==> src/rtl/uart_rx.sv <==
// uart_rx: 8N1 UART receiver with a first-word-fall-through receive FIFO and framing/overrun pulses
module uart_rx #(
  parameter int CLKS_PER_BIT = 208,
  parameter int FIFO_DEPTH = 4
) (
  input  logic       clk,
  input  logic       rst,
  input  logic       rx,
  output logic [7:0] rd_data,
  output logic       rd_valid,
  input  logic       rd_ready,
  output logic       frame_err,
  output logic       overrun,
  output logic       busy
);
  localparam int AW = $clog2(FIFO_DEPTH);
  localparam int CW = AW + 1;
  localparam logic [15:0] HALF = 16'(CLKS_PER_BIT / 2 - 1);
  localparam logic [15:0] FULL = 16'(CLKS_PER_BIT - 1);
  typedef enum logic [2:0] {IDLE, START, DATA, STOP, WAIT_IDLE} state_t;
  state_t state_q, state_d;
  logic [1:0] sync_q, sync_d;
  logic [15:0] cnt_q, cnt_d;
  logic [2:0] idx_q, idx_d;
  logic [7:0] shift_q, shift_d;
  logic [CW-1:0] count_q, count_d;
  logic [AW-1:0] wp_q, wp_d, rp_q, rp_d;
  logic frame_err_q, frame_err_d, overrun_q, overrun_d;
  logic rx_s, expired, push, do_push, pop, full;
  logic [7:0] mem_q [FIFO_DEPTH];
  always_comb begin
    sync_d = {sync_q[0], rx};
    rx_s = sync_q[1];
    expired = cnt_q == 16'd0;
    state_d = state_q;
    cnt_d = expired ? cnt_q : cnt_q - 16'd1;
    idx_d = idx_q;
    shift_d = shift_q;
    push = 1'b0;
    frame_err_d = 1'b0;
    case (state_q)
      IDLE: if (!rx_s) begin
        state_d = START;
        cnt_d = HALF;
      end
      START: if (expired) begin
        state_d = rx_s ? IDLE : DATA;
        cnt_d = FULL;
        idx_d = 3'd0;
      end
      DATA: if (expired) begin
        shift_d = {rx_s, shift_q[7:1]};
        cnt_d = FULL;
        idx_d = idx_q + 3'd1;
        state_d = idx_q == 3'd7 ? STOP : DATA;
      end
      STOP: if (expired) begin
        push = rx_s;
        frame_err_d = !rx_s;
        state_d = rx_s ? IDLE : WAIT_IDLE;
      end
      WAIT_IDLE: state_d = rx_s ? IDLE : WAIT_IDLE;
      default: state_d = IDLE;
    endcase
    full = count_q == CW'(FIFO_DEPTH);
    rd_valid = count_q != '0;
    pop = rd_valid & rd_ready;
    do_push = push & (!full | pop);
    overrun_d = push & full & !pop;
    count_d = count_q + CW'(do_push) - CW'(pop);
    wp_d = do_push ? wp_q + AW'(1) : wp_q;
    rp_d = pop ? rp_q + AW'(1) : rp_q;
    rd_data = rd_valid ? mem_q[rp_q] : 8'd0;
    busy = state_q != IDLE;
    frame_err = frame_err_q;
    overrun = overrun_q;
  end
  always_ff @(posedge clk or posedge rst) begin
    if (rst) begin
      state_q <= IDLE;
      sync_q <= 2'b11;
      cnt_q <= '0;
      idx_q <= '0;
      shift_q <= '0;
      count_q <= '0;
      wp_q <= '0;
      rp_q <= '0;
      frame_err_q <= 1'b0;
      overrun_q <= 1'b0;
    end else begin
      state_q <= state_d;
      sync_q <= sync_d;
      cnt_q <= cnt_d;
      idx_q <= idx_d;
      shift_q <= shift_d;
      count_q <= count_d;
      wp_q <= wp_d;
      rp_q <= rp_d;
      frame_err_q <= frame_err_d;
      overrun_q <= overrun_d;
    end
  end
  always_ff @(posedge clk) begin
    if (do_push) mem_q[wp_q] <= shift_q;
  end
endmodule

==> config.mk <==
export PLATFORM = sky130hd
export DESIGN_NAME = uart_rx
export DESIGN_NICKNAME = d
export VERILOG_FILES = /design/src/rtl/uart_rx.sv
export SDC_FILE = /design/constraint.sdc
export NUM_CORES = 1
export LEC_CHECK = 0
export ABC_AREA = 1
export CAP_MARGIN = 20
export CORE_MARGIN = 5
export CORE_UTILIZATION = 60
export CTS_CLUSTER_DIAMETER = 50
export CTS_CLUSTER_SIZE = 24
export DETAILED_ROUTE_END_ITERATION = 8
export PLACE_DENSITY = 0.85
export SLEW_MARGIN = 25
export SYNTH_ARGS = -nofsm -noshare
export SYNTH_HDL_FRONTEND = slang
export SYNTH_SLANG_ARGS = --single-unit
==> constraint.sdc <==
create_clock -name clk -period 2.95 [get_ports clk]
set_input_delay 0.59 -clock clk [delete_from_list [all_inputs] [get_ports clk]]
set_output_delay 0.59 -clock clk [all_outputs]
set_load 0.05 [all_outputs]
==> metrics.md <==
| Metric | Value |
|---|---|
| Total routing usage reported by global routing | 19.5% |
| Post-Syn Area | 3540 µm² |
| Footprint of the multi-input gates | 1320 µm² |
| GRT Residual Overflow | 0 |
| Final estimated routing congestion in global placement | 0.885 |
| Largest net degree at the start of global routing | 42 |
| Area contributors post-synth | sky130_fd_sc_hd__dfrtp_1 (28%), sky130_fd_sc_hd__edfxtp_1 (27%), sky130_fd_sc_hd__nand2_1 (8.2%) |
| Type of origin of the critical path | flop |
| Final routed wire length divided by cell count | 13.2 µm |
| Floorplan die height | 86.8 µm |
| Hold Buf Count CTS | 0 |
| Register bit total from synthesis | 73 |
| Standard cell area after detailed placement | 3750 µm² |
| Proportion of layout cells with a drive suffix above 1 | 13.2% |
| Netlist cell types | 32 |
| Post-layout net count | 427 |
| Max Fanout on Critical Path | 10 |
| Combinational group share of total power | 30.0% |
| Data arrival time at the worst-slack endpoint | 2.00 ns |
| Synth Net Count | 404 |
| Post-place setup slack | 0.238 ns |
| Area growth syn-to-layout | 11.2% |
| Count of input and output buffers | 15 |
| Total inserted antenna cells | 0 |
| Number of max-slew violations in the final report | 0 |
| Number of setup buffers added after CTS | 0 |
| Initial Util | 60.9% |
| Final period util | 87.8% |
| Ys flop type | sky130_fd_sc_hd__dfrtp_1 |
| Type of element capturing the critical path | output pin |
| CTS-repair resized insts | 0 |
| DRC violation total after the first TritonRoute iteration | 154 |
| Number of fillers in the final layout | 459 |
| Via count of the first global-routing pass | 2358 |
| Final setup skew | 0.00965 ns |
| Portion of total power attributed to sequential cells | 43.2% |
| Number of failing setup endpoints in the final timing report | 0 |
| Internal Power | 1.68 mW |
| Global-route wire length before repair | 11100 µm |
| Drt first pass iters | 4 |
| Final Hold Vio Count | 0 |
| Most frequent cell after synthesis | sky130_fd_sc_hd__nand2_1 |
| Number of max-cap violations | 0 |
| Total number of vias | 2572 |
| TritonCTS buffer count | 9 |
| Period minus WS final | 2.59 ns |
| Fraction of power spent switching nets | 38.5% |
| Outcome | finished clean |
| Clock root buffer | sky130_fd_sc_hd__clkbuf_8 |
| Library cell with the largest summed area after synthesis | sky130_fd_sc_hd__dfrtp_1 |
| Worst hold-check path type | reg -> reg |
| Power per unit of standard cell area | 693 nW/µm² |
| Kind of critical path | reg -> out |
| Number of synthesized flops with an enable pin | 32 |
| Horizontal extent of the die | 86.8 µm |
| Core utilization of the finished layout | 67.7% |
| Footprint of the flip-flops and latches | 1990 µm² |
| Final TNS setup | 0 ns |
| Post-synthesis average cell area | 9.12 µm² |
| Clock insertion delay at the later pin of the skew report | 0.35 ns |
| Number of routed nets with antenna violations | 0 |
| Core box area | 5820 µm² |
| Static Leak | 1.92 nW |
| Mean number of vias per cell | 5.24 |
| Synthesized instance count | 388 |
| Antenna violations before repair | 0 |
| H-tree lvl count | 3 |
| Ys async rst share | 56.2% |
| Portion of the post-synthesis area used by sequential elements | 56.2% |
| Final cell area excluding filler cells | 3940 µm² |
| Clock power share | 26.8% |
| Top cells by instance count after synthesis | sky130_fd_sc_hd__nand2_1 (77), sky130_fd_sc_hd__nor2_1 (66), sky130_fd_sc_hd__inv_1 (42) |
| Area share of the leading cell type in the synthesized netlist | 27.6% |
| Worst Tran Pin Value | 0.681 ns |
| Final worst-path setup slack | 0.361 ns |
| Number of DRC violations after detailed routing | 0 |
| Required time at the endpoint of the critical path | 2.36 ns |
| Net switching power of the design | 1.05 mW |
| DIE AREA | 7540 µm² |
| Count of boundary I/O pins | 16 |
| Final Routed Wirelength | 6480 µm |
| IR drop worst, VDD | 0.653 mV |
| TritonCTS clock tree | yes |
| Max Freq | 386 MHz |
| Max Buffers Root-to-Sink | 2 |
| Final HPWL from detailed placement | 4390 µm |
| Clock Sink Count | 73 |
| RSZ-0062 raised after global routing | no |
| Floorplan row count | 28 |
| Synth warnings | 0 |
| Slew margin rel. | 54.6% |
| Clock-pin slew reported for the worst setup and hold paths after clock tree synthesis | 0.09 ns |
| Worst slack on hold paths | 0.361 ns |
kinds of logic (layout without fill, tap and decap cells):
group	count (synthesis)	count (layout)	share of synthesized area, %
adders and majority gates	12	12	4.45
DFF	73	73	56.2
and+or+nand+nor	201	201	25.3
AOI/OAI and AO/OA	41	41	6.08
buffers and inverters	55	83	6.43
xor gates and xnor gates	6	6	1.48
path summary, 6_finish.rpt:
| path | slack (ns) | start | cells after the start | endpoint |
|---|---|---|---|---|
| min in group asynchronous | 0.66 | rst | 3 | rp_q[0] |
| worst min-delay path | 0.36 | sync_q[0] | 0 | sync_q[1] |
| worst max register to register | 0.55 | cnt_q[0] | 11 | count_q[1] |
| max in group asynchronous | 1.91 | rst | 3 | cnt_q[11] |
| worst max-delay path | 0.36 | count_q[1] | 6 | rd_valid |
| worst min register to register | 0.36 | sync_q[0] | 0 | sync_q[1] |
critical path, stage by stage, from the launching register on:
cell and delay, ns:
sky130_fd_sc_hd__dfrtp_1 0.43, sky130_fd_sc_hd__nor2_1 0.17, sky130_fd_sc_hd__inv_1 0.07, sky130_fd_sc_hd__nor2_2 0.07, sky130_fd_sc_hd__buf_4 0.18, sky130_fd_sc_hd__inv_1 0.05
sky130_fd_sc_hd__clkdlybuf4s50_1 0.69
cells in the final DEF, fill, tap and decap left out, types with 2 or more instances in the layout:
| master | n |
|---|---|
| sky130_fd_sc_hd__inv_1 | 42 |
| sky130_fd_sc_hd__nand3_1 | 32 |
| sky130_fd_sc_hd__o21ai_0 | 23 |
| sky130_fd_sc_hd__dfstp_2 | 2 |
| sky130_fd_sc_hd__xor2_1 | 3 |
| sky130_fd_sc_hd__clkinvlp_4 | 3 |
| sky130_fd_sc_hd__o21ai_1 | 2 |
| sky130_fd_sc_hd__a21oi_1 | 12 |
| sky130_fd_sc_hd__buf_4 | 14 |
| sky130_fd_sc_hd__inv_6 | 3 |
| sky130_fd_sc_hd__o211ai_1 | 3 |
| sky130_fd_sc_hd__nand4_2 | 2 |
| sky130_fd_sc_hd__nor3_1 | 3 |
| sky130_fd_sc_hd__inv_2 | 3 |
| sky130_fd_sc_hd__nand2_2 | 3 |
| sky130_fd_sc_hd__clkdlybuf4s50_1 | 7 |
| sky130_fd_sc_hd__clkbuf_8 | 9 |
| sky130_fd_sc_hd__nand4_1 | 2 |
| sky130_fd_sc_hd__nor2_1 | 66 |
| sky130_fd_sc_hd__edfxtp_1 | 32 |
| sky130_fd_sc_hd__ha_1 | 11 |
| sky130_fd_sc_hd__nor2_4 | 3 |
| sky130_fd_sc_hd__xnor2_1 | 3 |
| sky130_fd_sc_hd__nor2_2 | 8 |
| sky130_fd_sc_hd__nand2_1 | 77 |
| sky130_fd_sc_hd__dfrtp_1 | 39 |
metal layers:
layer,vias up,global-route usage (%),wire length [µm]
li1,1294,-,-
met1,1217,25.0,2810
met2,55,32.0,3270
met3,6,5.70,317
met4,0,6.37,72
met5,-,0,0
power by group through the flow:
stage | sequential (mW) | clock (mW) | combinational [mW]
2_1_floorplan | 1.14 | 0 | 0.662
3_3_place_gp | 1.20 | 0 | 0.793
3_5_place_dp | 1.20 | 0 | 0.824
4_1_cts | 1.18 | 0.743 | 0.828
5_1_grt | 1.19 | 0.802 | 0.907
6_report | 1.18 | 0.731 | 0.818
flip-flops by register name, summed over array words and instances, names as in the netlist:
signal     count
wp_q           2
state_q        3
rp_q           2
mem_q         32
idx_q          3
overrun        1
frame_err      1
count_q        3
shift_q        8
sync_q         2
cnt_q         16
final cells by class:
type                       instances  share of cell area [%]
clock buffer                       9                    3.15
clock inverter                     7                    1.53
inverter                          46                    4.39
multi-input combinational        260                    33.6
sequential                        73                    50.5
tap                               75                    2.38
timing repair buffer              21                    4.45
per-stage QoR:
| stage | instances | power, mW |
|---|---|---|
| after floorplan | 388 | 1.80 |
| after global routing | 491 | 2.90 |
| after global placement | 475 | 1.99 |
| after detailed placement | 475 | 2.03 |
| after CTS | 491 | 2.75 |
| final | 491 | 2.73 |
Note: power is estimated with default switching activity, not from simulation.
